**src/rtl/matrix_link_host.sv**
```systemverilog
// Host-side initiator for the 3x3 matrix-multiply link: serialises A and B into
// a 10-byte request over a byte UART, then gathers the 9 result bytes.
module matrix_link_host #(
    parameter int TIMEOUT_CYCLES = 1000000,
    parameter int CNT_W          = 20
) (
    input  logic        clk,
    input  logic        rst,
    input  logic        start,
    input  logic [35:0] a_flat,
    input  logic [35:0] b_flat,
    output logic [7:0]  tx_data,
    output logic        tx_start,
    input  logic        tx_busy,
    input  logic [7:0]  rx_data,
    input  logic        rx_ready,
    output logic [71:0] c_flat,
    output logic        busy,
    output logic        done,
    output logic        err
);

    localparam logic [2:0] S_IDLE    = 3'd0;
    localparam logic [2:0] S_LOAD    = 3'd1;
    localparam logic [2:0] S_STRT    = 3'd2;
    localparam logic [2:0] S_WAIT_HI = 3'd3;
    localparam logic [2:0] S_WAIT_LO = 3'd4;
    localparam logic [2:0] S_RECV    = 3'd5;
    localparam logic [2:0] S_DONE    = 3'd6;

    localparam logic [CNT_W-1:0] CNT_LIMIT = CNT_W'(TIMEOUT_CYCLES - 1);

    logic [2:0]       state;
    logic [35:0]      a_q;
    logic [35:0]      b_q;
    logic [3:0]       k;
    logic [3:0]       ridx;
    logic [CNT_W-1:0] cnt;
    logic [7:0]       shadow [8];
    logic [7:0]       byte_sel;

    // Two adjacent 4-bit elements share a byte, even element in the low nibble,
    // so bytes 0..3 and 5..8 are plain slices of the latched flat vectors.
    always_comb begin
        byte_sel = 8'h00;
        case (k)
            4'd0:    byte_sel = a_q[7:0];
            4'd1:    byte_sel = a_q[15:8];
            4'd2:    byte_sel = a_q[23:16];
            4'd3:    byte_sel = a_q[31:24];
            4'd4:    byte_sel = {4'h0, a_q[35:32]};
            4'd5:    byte_sel = b_q[7:0];
            4'd6:    byte_sel = b_q[15:8];
            4'd7:    byte_sel = b_q[23:16];
            4'd8:    byte_sel = b_q[31:24];
            4'd9:    byte_sel = {4'h0, b_q[35:32]};
            default: byte_sel = 8'h00;
        endcase
    end

    assign tx_start = (state == S_STRT);
    assign busy     = (state != S_IDLE);
    assign done     = (state == S_DONE);

    always_ff @(posedge clk or posedge rst) begin
        if (rst) begin
            state   <= S_IDLE;
            a_q     <= '0;
            b_q     <= '0;
            k       <= '0;
            ridx    <= '0;
            cnt     <= '0;
            tx_data <= '0;
            c_flat  <= '0;
            err     <= 1'b0;
            for (int i = 0; i < 8; i++) shadow[i] <= '0;
        end else begin
            case (state)
                S_IDLE: begin
                    if (start) begin
                        a_q   <= a_flat;
                        b_q   <= b_flat;
                        err   <= 1'b0;
                        k     <= '0;
                        state <= S_LOAD;
                    end
                end
                S_LOAD: begin
                    tx_data <= byte_sel;
                    if (!tx_busy) state <= S_STRT;
                end
                S_STRT: state <= S_WAIT_HI;
                S_WAIT_HI: begin
                    if (tx_busy) state <= S_WAIT_LO;
                end
                S_WAIT_LO: begin
                    if (!tx_busy) begin
                        if (k == 4'd9) begin
                            ridx  <= '0;
                            cnt   <= '0;
                            state <= S_RECV;
                        end else begin
                            k     <= k + 4'd1;
                            state <= S_LOAD;
                        end
                    end
                end
                S_RECV: begin
                    // A byte arriving on the expiry cycle still counts.
                    if (rx_ready) begin
                        cnt <= '0;
                        if (ridx == 4'd8) begin
                            c_flat <= {rx_data, shadow[7], shadow[6], shadow[5], shadow[4],
                                       shadow[3], shadow[2], shadow[1], shadow[0]};
                            state  <= S_DONE;
                        end else begin
                            shadow[ridx[2:0]] <= rx_data;
                            ridx              <= ridx + 4'd1;
                        end
                    end else if (cnt == CNT_LIMIT) begin
                        err   <= 1'b1;
                        state <= S_IDLE;
                    end else begin
                        cnt <= cnt + 1'b1;
                    end
                end
                S_DONE:  state <= S_IDLE;
                default: state <= S_IDLE;
            endcase
        end
    end

endmodule

```
**config.mk**
```make
export PLATFORM = sky130hd
export DESIGN_NAME = matrix_link_host
export DESIGN_NICKNAME = d
export VERILOG_FILES = /design/src/rtl/matrix_link_host.sv
export SDC_FILE = /design/constraint.sdc
export NUM_CORES = 1
export LEC_CHECK = 0
export BUFFER_PORTS_ARGS = -buffer_cell sky130_fd_sc_hd__buf_4
export CORE_ASPECT_RATIO = 1.1
export CORE_UTILIZATION = 46
export CTS_BUF_LIST = sky130_fd_sc_hd__clkbuf_2 sky130_fd_sc_hd__clkbuf_4 sky130_fd_sc_hd__clkbuf_8
export DETAILED_ROUTE_END_ITERATION = 7
export PLACE_DENSITY = 0.69
export SETUP_SLACK_MARGIN = 0.02
export SLEW_MARGIN = 10
export SYNTH_ARGS = -nofsm -noshare
export SYNTH_HDL_FRONTEND = slang
export SYNTH_SLANG_ARGS = --single-unit
```
**constraint.sdc**
```tcl
create_clock -name clk -period 7.4 [get_ports clk]
set_input_delay 0.74 -clock clk [delete_from_list [all_inputs] [get_ports clk]]
set_output_delay 0.74 -clock clk [all_outputs]
set_load 0.03 [all_outputs]
```
==> qor.csv <==
stage;metric;value;unit
route;routed_via_density;5.49;
layout;layout-drive-gt1-share;0.466;
power_and_ir_drop;p_clk_frac;0.266;
route;wl_met3;1.83;mm
clocking;cts.sinks;248;
place;portBuffers;168;
worst_setup_path;cp-end-kind;flop;
outcome;status;finished, violations left;
logic_synthesis;syn-cell-area;0.0107;mm²
clocking;cts_tree;yes;
logic_synthesis;yosysMostFrequentCell;dfrtp_1;
route;wl_met1;10.9;mm
timing;rsz0062_at_grt;false;
floorplanning;start_util;0.468;
global_route;grt_pass1_vias;7263;
timing;slew_violations;0;
timing;fmax;0.351;GHz
route;top_layer_used;met4;
power_and_ir_drop;power_switching;0.00151;W
layout;regArea;0.00621;mm²
global_route;grt.overflow.total;0;
clocking;ctsResizeCount;0;
timing;finalCritPeriodShare;0.385;
route;drc_errors;2;
route;num_vias;7137;
logic_synthesis;netlist_instances;802;
logic_synthesis;yosys-top-cells-area;dfrtp_1 (58%), mux2_2 (22%), nor2_1 (1.1%);
layout;areaGrowthSynthToFinish;22.2;%
clocking;postCtsSetupRepairBufs;0;
timing;skew;18.1;ps
clocking;cts_made_buffers;42;
power_and_ir_drop;intPower;0.00316;W
logic_synthesis;synth.yosys.seq_area_share;0.580;
route;wl_met2;11.0;mm
clocking;cts_buffer_depth;3;
min_path;hp-class;in2async;
power_and_ir_drop;p_total;0.00467;W
logic_synthesis;synthDistinctLibCells;63;
logic_synthesis;synth_common_cells;dfrtp_1 (248), mux2_2 (209), nor2_1 (31), nand2_1 (25), clkbuf_1 (23);
route;wl_per_cell;18.6;µm
power_and_ir_drop;p_comb_frac;0.284;
timing;hold_violations;0;
timing;finalSetupViolCount;0;
layout;fill_cells;1923;
floorplanning;fp.dieW;147;µm
logic_synthesis;synthArstFlopShare;1.00;
logic_synthesis;synth-edff-count;0;
place;dp_hpwl;15.4;mm
logic_synthesis;ys_warn_count;0;
clocking;holdBufCountCts;0;
power_and_ir_drop;total_leakage_power;6.18;nW
timing;max_slew_margin;0.322;
logic_synthesis;synthFlopType;dfrtp_1;
timing;setup-tns-final;0;ps
flow_run;max_cap_viol_count;0;
route;routed_wl;24.2;mm
global_route;grt_pass1_wl;39.0;mm
power_and_ir_drop;power_density;357;mW/mm²
route;drtIter0Drc;356;
outcome;violations;design-rule violations;
clocking;clockRootBuffer;clkbuf_8;
clocking;htreeDepth;2;
floorplanning;io_pins;169;
floorplanning;die_area;0.0239;mm²
logic_synthesis;ys_seq_elements;248;
route;antenna_left;0;
global_route;track_usage;0.206;
timing;worst_pin_slew;1020;ps
timing;period_minus_slack;2850;ps
worst_setup_path;crit_arrival;3270;ps
floorplanning;coreArea;0.0229;mm²
floorplanning;row_count;58;
floorplanning;die_height;162;µm
route;dr.pass1.iters;8;
place;place_congestion;0.818;
worst_setup_path;crit_required;7820;ps
layout;post-route-util;0.572;
power_and_ir_drop;power_switching_share;0.323;
worst_setup_path;startpoint_type;flop;
power_and_ir_drop;peakVddDrop;0.207;mV
clocking;clock_latency;540;ps
logic_synthesis;synth_top_area_share;0.580;
worst_setup_path;path_class;reg2reg;
clocking;clk_pin_slew_worst_paths;60;ps
worst_setup_path;crit_fanout;19;
logic_synthesis;synth_top_cell_by_area;dfrtp_1;
logic_synthesis;synth.net_count;894;
logic_synthesis;avgSynthCellArea;13.3;µm²
global_route;grt_antenna_before_repair;0;
layout;multi_input_comb_area;0.00424;mm²
layout;finalNetCount;1064;
global_route;grt_max_degree;139;
power_and_ir_drop;pwr-share-seq;0.450;
critical path, stage by stage, from the launching register on:
cell and delay (ps):
dfrtp_1 420, inv_1 100, ha_1 740, nand3b_1 220, o32ai_1 480, or4b_1 480
mux2_2 280
placed cells by master, fill, tap and decap left out, types with 8 or more instances in the layout:
| cell | synthesis | routed |
|---|---|---|
| mux2i_1 | 9 | 9 |
| a21oi_1 | 21 | 21 |
| a221o_1 | 8 | 8 |
| a22oi_1 | 11 | 11 |
| clkbuf_4 | 0 | 12 |
| buf_4 | 1 | 172 |
| nand2_1 | 25 | 25 |
| nor2_1 | 31 | 30 |
| a31oi_1 | 8 | 8 |
| nor3_1 | 11 | 11 |
| mux2_2 | 209 | 209 |
| dfrtp_1 | 248 | 248 |
| nand3_1 | 19 | 19 |
| clkbuf_8 | 0 | 53 |
| inv_1 | 19 | 18 |
| o21ai_0 | 22 | 22 |
power by group through the flow:
stage / sequential [W] / clock, W / combinational, W
2_1_floorplan: 0.00213 / 0 / 0.000905
3_3_place_gp: 0.00211 / 0 / 0.00130
3_5_place_dp: 0.00212 / 0 / 0.00133
4_1_cts: 0.00210 / 0.00127 / 0.00134
5_1_grt: 0.00216 / 0.00133 / 0.00143
6_report: 0.00210 / 0.00124 / 0.00133
logic make-up (layout without fill, tap and decap cells):
family / Yosys count / in the layout / synth area share
AO/OA/AOI/OAI: 119 / 119 / 0.0790
other: 0 / 1 / 0
AND/OR/NAND/NOR: 139 / 139 / 0.0742
adder cells (fa/ha/maj): 7 / 7 / 0.00819
XOR/XNOR: 2 / 2 / 0.00164
multiplexers: 220 / 220 / 0.231
flip-flops: 248 / 248 / 0.580
buffers and inverters: 67 / 265 / 0.0259
through the flow:
step                      instance area (µm²)  hold slack, ps  setup slack, ps  cells
after floorplan                         10700             452             3400    802
after global routing                    13100             394             4350   1300
after global placement                  12200             462             4560   1228
after CTS                               13100             352             4550   1300
after detailed placement                12200             478             4550   1228
final                                   13100             357             4550   1301
layout make-up:
type	instances	area share
timing repair buffer	173	0.100
multi-input combinational	487	0.324
inverter	20	0.00603
antenna	1	0.000191
clock buffer	65	0.0627
clock inverter	7	0.00287
tap	300	0.0287
sequential	248	0.475
sequential cells by signal (all words and copies together), names as in the netlist:
name	count
tx_data	8
ridx	4
err	1
shadow	64
state	3
b_q	36
k	4
c_flat	72
a_q	36
cnt	20
metal layers:
metal,vias up,GRT usage
li1,3300,-
met1,3569,0.279
met2,221,0.325
met3,47,0.0553
met4,0,0.0642
met5,-,0
final timing paths:
check / start / endpoint / slack [ps] / cells past startpoint
hold / removal: rst / a_q[4] / 360 / 2
hold reg to reg: shadow[56] / shadow[56] / 490 / 1
max in group asynchronous: rst / cnt[16] / 5570 / 3
min in group clk: a_flat[7] / a_q[7] / 430 / 2
setup / recovery: k[1] / ridx[3] / 4550 / 6
setup reg to reg: k[1] / ridx[3] / 4550 / 6
Power figures use the tool's default switching activity.
